`src/rtl/fetch_queue_unit.sv`:
```
// Fetch front-end: PC register, instruction-memory address, DEPTH-entry {pc, instr} queue to decode.
// One cycle fetch-to-valid; a full queue holds the PC unless the head drains on the same edge.
module fetch_queue_unit #(
  parameter int unsigned        ADDR_W   = 64,
  parameter int unsigned        INSTR_W  = 32,
  parameter int unsigned        DEPTH    = 4,
  parameter logic [ADDR_W-1:0]  RESET_PC = '0,
  parameter int unsigned        PC_INC   = 4,
  localparam int unsigned       PTR_W    = $clog2(DEPTH),
  localparam int unsigned       CNT_W    = $clog2(DEPTH + 1)
) (
  input  logic               clk,
  input  logic               reset,
  input  logic               fetch_en,
  output logic [ADDR_W-1:0]  imem_addr,
  input  logic [INSTR_W-1:0] imem_instr,
  input  logic               redirect_valid,
  input  logic [ADDR_W-1:0]  redirect_pc,
  output logic               deq_valid,
  input  logic               deq_ready,
  output logic [INSTR_W-1:0] deq_instr,
  output logic [ADDR_W-1:0]  deq_pc,
  output logic [CNT_W-1:0]   count,
  output logic               full
);

  logic [ADDR_W-1:0]  pc_q, pc_d;
  logic [PTR_W-1:0]   wr_ptr_q, wr_ptr_d;
  logic [PTR_W-1:0]   rd_ptr_q, rd_ptr_d;
  logic [CNT_W-1:0]   count_q, count_d;
  logic [ADDR_W-1:0]  pc_mem_q    [DEPTH];
  logic [INSTR_W-1:0] instr_mem_q [DEPTH];

  logic empty;
  logic deq;
  logic enq;

  assign empty = (count_q == '0);
  assign full  = (count_q == CNT_W'(DEPTH));
  assign deq   = !empty && deq_ready;
  // A full queue still accepts when its head leaves on the same edge.
  assign enq   = fetch_en && !redirect_valid && (!full || deq);

  always_comb begin
    pc_d     = pc_q;
    wr_ptr_d = wr_ptr_q;
    rd_ptr_d = rd_ptr_q;
    count_d  = count_q;
    if (redirect_valid) begin
      pc_d     = {redirect_pc[ADDR_W-1:2], 2'b00};
      wr_ptr_d = '0;
      rd_ptr_d = '0;
      count_d  = '0;
    end else begin
      if (enq) begin
        pc_d     = pc_q + ADDR_W'(PC_INC);
        wr_ptr_d = wr_ptr_q + PTR_W'(1);
      end
      if (deq) begin
        rd_ptr_d = rd_ptr_q + PTR_W'(1);
      end
      count_d = count_q + CNT_W'(enq) - CNT_W'(deq);
    end
  end

  always_ff @(posedge clk) begin
    if (reset) begin
      pc_q     <= RESET_PC;
      wr_ptr_q <= '0;
      rd_ptr_q <= '0;
      count_q  <= '0;
    end else begin
      pc_q     <= pc_d;
      wr_ptr_q <= wr_ptr_d;
      rd_ptr_q <= rd_ptr_d;
      count_q  <= count_d;
    end
  end

  // Storage needs no reset: entries are only visible through count_q.
  always_ff @(posedge clk) begin
    if (!reset && enq) begin
      pc_mem_q[wr_ptr_q]    <= pc_q;
      instr_mem_q[wr_ptr_q] <= imem_instr;
    end
  end

  assign imem_addr = pc_q;
  assign deq_valid = !empty;
  assign deq_instr = empty ? '0 : instr_mem_q[rd_ptr_q];
  assign deq_pc    = empty ? '0 : pc_mem_q[rd_ptr_q];
  assign count     = count_q;

endmodule
```
`config.mk`:
```
export PLATFORM = sky130hd
export DESIGN_NAME = fetch_queue_unit
export DESIGN_NICKNAME = d
export VERILOG_FILES = /design/src/rtl/fetch_queue_unit.sv
export SDC_FILE = /design/constraint.sdc
export NUM_CORES = 1
export LEC_CHECK = 0
export ABC_AREA = 1
export CAP_MARGIN = 0
export CORE_MARGIN = 3
export CORE_UTILIZATION = 47
export CTS_BUF_LIST = sky130_fd_sc_hd__clkbuf_4 sky130_fd_sc_hd__clkbuf_8
export CTS_CLUSTER_SIZE = 30
export DETAILED_ROUTE_END_ITERATION = 6
export HOLD_SLACK_MARGIN = 0.05
export PLACE_DENSITY = 0.68
export SLEW_MARGIN = 20
export SYNTH_ARGS = -nofsm -noshare
export SYNTH_HDL_FRONTEND = slang
export SYNTH_SLANG_ARGS = --single-unit
```
`constraint.sdc`:
```
create_clock -name clk -period 11.9 [get_ports clk]
set_input_delay 2.38 -clock clk [delete_from_list [all_inputs] [get_ports clk]]
set_output_delay 2.38 -clock clk [all_outputs]
set_load 0.02 [all_outputs]
```
Word-level counts from Yosys, hierarchy flattened
Memories as Yosys holds them, arrays and structs flattened. A register that Yosys moved wholly into a read port is not among the register bits.
Index checks and enable logic that the tools add are counted.
{ "word_totals": {"inputBits": 101, "ramBits": 384, "elab_cells": 35, "mem_count": 2, "ff_bits": 71, "output_inout_bits": 165} }
{ "op_classes": {"n_reduce_logical": 12, "addsub": 5, "n_eq_ne": 1, "muxes": 10} }
{ "mem_list": {"columns": ["name", "depth", "width", "read_ports", "rd_clocked_by_memory_dff", "write_ports", "line", "source"], "rows": [
  ["pc_mem_q", 4, 64, 1, 1, 1, "31", "logic [ADDR_W-1:0] pc_mem_q [DEPTH];"],
  ["instr_mem_q", 4, 32, 1, 1, 1, "32", "logic [INSTR_W-1:0] instr_mem_q [DEPTH];"]
]} }
{ "op_table": {"columns": ["cell", "n"], "rows": [
  ["64-bit two-way mux", 3],
  ["64-bit by 3-bit adder with 64-bit output (second input constant)", 1],
  ["32-bit two-way mux", 1],
  ["2-bit two-way mux", 4],
  ["2-bit by 1-bit adder with 2-bit output (second input constant)", 2],
  ["1-bit logical AND", 4],
  ["1-bit logical NOT", 4],
  ["3-bit by 1-bit adder with 3-bit output", 1],
  ["3-bit == test (second input constant)", 1],
  ["3-bit logical NOT", 1],
  ["3-bit by 1-bit subtractor with 3-bit output", 1],
  ["1-bit two-way mux", 2],
  ["2-bit nonzero test", 1],
  ["2-bit OR reduction", 1],
  ["1-bit logical OR", 1]
]} }

Depth between registers and ports, before layout
{ "logic_depth": {"depth_word": 8, "ltp_mapped": 14, "mapped_depth_nobuf": 12} }

Least setup slack after synthesis
OpenSTA, ideal clock, no wires.
{ "synth_timing": {"path_kind": "input to register", "from": "input redirect_valid", "to": "memory instr_mem_q[0][0] (enable)", "setup_ps": 547, "path_stages": 6, "path_buffers": 1, "arrival_ps": 6996, "required_ps": 11353, "slack_ps": 4357, "path_cell_list": "buf_2 -> nor2_2 -> nand2_4 -> nor2_2 -> inv_1 -> nor2_1"} }
{ "synth_between": {"elab_chain_len": 6} }
{ "synth_lines": {"columns": ["element", "line", "source"], "rows": [
  ["from (decl)", "17", "input logic redirect_valid,"],
  ["1-bit logical NOT", "42", "assign enq = fetch_en && !redirect_valid && (!full || deq);"],
  ["1-bit logical AND (2 in series)", "42", null],
  ["1-bit logical AND", "82", "if (!reset && enq) begin"],
  ["1-bit two-way mux", "82", null],
  ["1-bit two-way mux (not written as such)", "84", "instr_mem_q[wr_ptr_q] <= imem_instr;"],
  ["to (decl)", "32", null]
]} }
Every way passes these cells.

==> reports/metrics.cfg <==
[clocking]
path_clk_slew_ns=0.06
postCtsHoldBufs=0
cts_resized=0
cts_max_path_buffers=3
cts.sinks=447
clk_latency_ns=0.64
root_buffer=clkbuf_8
h-tree-depth=3
cts_made_buffers=76
cts_tree=done
cts_setup_buffers=0

[pwr]
pwr-share-clk=0.383
pwr-share-seq=0.526
combinationalPowerShare=0.092
p_per_area_nw_per_um2=140
intPower_w=0.00255
p_switching_w=0.000829
ir_drop_v=0.0000685
power_w=0.00338
p_sw_frac=0.245
power_leakage_nw=8.26

[layout]
area_delta_synth_final_pct=22.4
final_nets=2370
layout-drive-gt1-share=0.0871

[critical_path]
start_kind=flip-flop
critPathCaptureType=output port
worstPathCellList=buf_4 > buf_4 > nor2_1 > nor2_1 > o21ai_0 > a21oi_1 > clkdlybuf4s50_1
cp.required_ns=9.52
crit_slowest_cell=buf_4
critPathKind=flip-flop to output port
crit_path_max_incr_delay_ns=0.83
crit_fanout=85
worstPathArrival_ns=4.23

[routing]
drc=0
wl_per_cell_um=19.5
via_per_inst=5.32
ant_nets=0
drtIter0Drc=1229
wl_met1_um=23900
wl_met2_um=26900
firstDrtPassIters=5
wl_um=55700
dr_wl_met3_um=3230
top_layer=met4
vias=15200

[sta]
fin_crit_ns=6.61
rsz0062_at_grt=false
finalSetupTns_ns=0
worst_pin_slew_ns=1.07
relSlewSlack=0.286
fin_skew_ns=0.0312
timing.fmax_ghz=0.151
timing.final.crit_share=0.556
finalSetupViolations=0
drv_slew=0
finalHoldViolCount=0

[synth]
yosysSeqAreaShare=0.646
yosysWarningCount=0
synthFlopType=edfxtp_1
synth_edf_count=376
synthesis.area_um2=19700
ys_ff_latch=447
synth_cell_types=33
synthCells=2006
synthArstFlopShare=0
avgSynthCellArea_um2=9.80

[place]
port_buffers=259
hpwl_um=35200
gp_congestion=0.892

[global_route]
grt_pass1_wl_um=84200
grt-ovfl-total=0
grt_pass1_vias=14500
grt_max_degree=111
antenna_found_initial=1
track_usage=0.247

[floorplan]
start_util=0.478
core_area_um2=41100
dieArea_um2=44300
die_w_um=211
die_height_um=211
rows=74
ios=266

[status]
outcome=complete, no violations

[run]
cap_violations=0

[worst_hold_path]
hold_class=flip-flop to flip-flop

## metal layers
layer | track usage | up-vias
met5 | 0 | -
met4 | 0.0894 | 0
met3 | 0.0426 | 93
met2 | 0.403 | 529
met1 | 0.336 | 7243
li1 | - | 7318
## layout make-up
type	instances	area, um2
clock inverter	31	146
sequential	447	12700
inverter	120	454
timing repair buffer	276	2710
antenna	1	2.50
fill	3479	17000
tap	532	666
clock buffer	105	1280
multi-input combinational	1341	6090
## cells by family after synthesis
group,Yosys count,synth area share
flops,447,0.646
other cells,1,0.000191
xor+xnor,19,0.00846
simple gates,895,0.187
compound gates,416,0.107
buf+inv,221,0.0460
fa+ha+maj,7,0.00484
## metrics by stage
stage	instance area, um2	setup WS (ns)	utilization	hold WS (ns)	instances
3_5_place_dp	22600	5.29	0.551	0.460	2716
5_1_grt	24100	4.99	0.585	0.505	2853
6_report	24100	5.29	0.585	0.479	2853
2_1_floorplan	19700	4.36	-	0.436	2009
3_3_place_gp	22600	5.35	0.551	0.438	2716
4_1_cts	24100	5.25	0.585	0.479	2852
## synthesized netlist by cell type (10+ instances only)
library cell  instances  share of area
nor2_1              488          0.093
edfxtp_1            376           0.57
nand2_1             279          0.053
o21ai_0             217          0.055
a21oi_1             143          0.036
inv_1               108          0.021
dfxtp_1              71          0.072
nand3_1              57          0.015
clkbuf_1             48         0.0092
o21ai_1              44          0.011
buf_2                30         0.0076
nand2_2              16         0.0051
nor2_2               16         0.0051
buf_1                15         0.0029
nand4_1              14         0.0045
xor2_1               14         0.0062
a31oi_1              10         0.0032
inv_2                10         0.0019
## sequential cells by signal, indices dropped and copies added, names as in the netlist, named ones only
register	flops
rd_ptr_q	2
imem_addr	62
count	3
wr_ptr_q	2
instr_mem_q	128
pc_mem_q	248
## power groups by stage
stage          clock, W  combinational, W  sequential [W]
2_1_floorplan         0          0.000141         0.00181
3_3_place_gp          0          0.000307         0.00181
3_5_place_dp          0          0.000310         0.00181
4_1_cts         0.00133          0.000311         0.00178
5_1_grt         0.00140          0.000334         0.00178
6_report        0.00129          0.000310         0.00178
## critical path, delay by kind of cell (launching register included)
kind / cells / cell delay [ns]
AOI/OAI and AO/OA: 2 / 0.40
and+or+nand+nor: 2 / 0.22
DFF: 1 / 0.55
buffers and inverters: 3 / 2.30
## path summary, 6_finish.rpt
check	from	endpoint	depth (start not counted)	slack, ns
min reg2reg	rd_ptr_q[1]	flip-flop	2	0.48
max reg2reg	count[1]	pc_mem_q[1][53]	7	7.79
min	rd_ptr_q[1]	flip-flop	2	0.48
max	flip-flop	deq_pc[46]	7	5.29
## cells in the final DEF (no fill, tap or decap), types with 17 or more instances in the layout
cell type	synthesis	layout
clkbuf_8	0	78
inv_1	108	107
edfxtp_1	376	376
o21ai_0	217	217
nand2_1	279	279
clkdlybuf4s50_1	0	257
clkinv_1	2	22
nand3_1	57	57
a21oi_1	143	143
buf_4	6	17
clkbuf_4	0	27
nor2_1	488	484
o21ai_1	44	44
dfxtp_1	71	69
No activity file was read; power rests on OpenSTA's default activity.
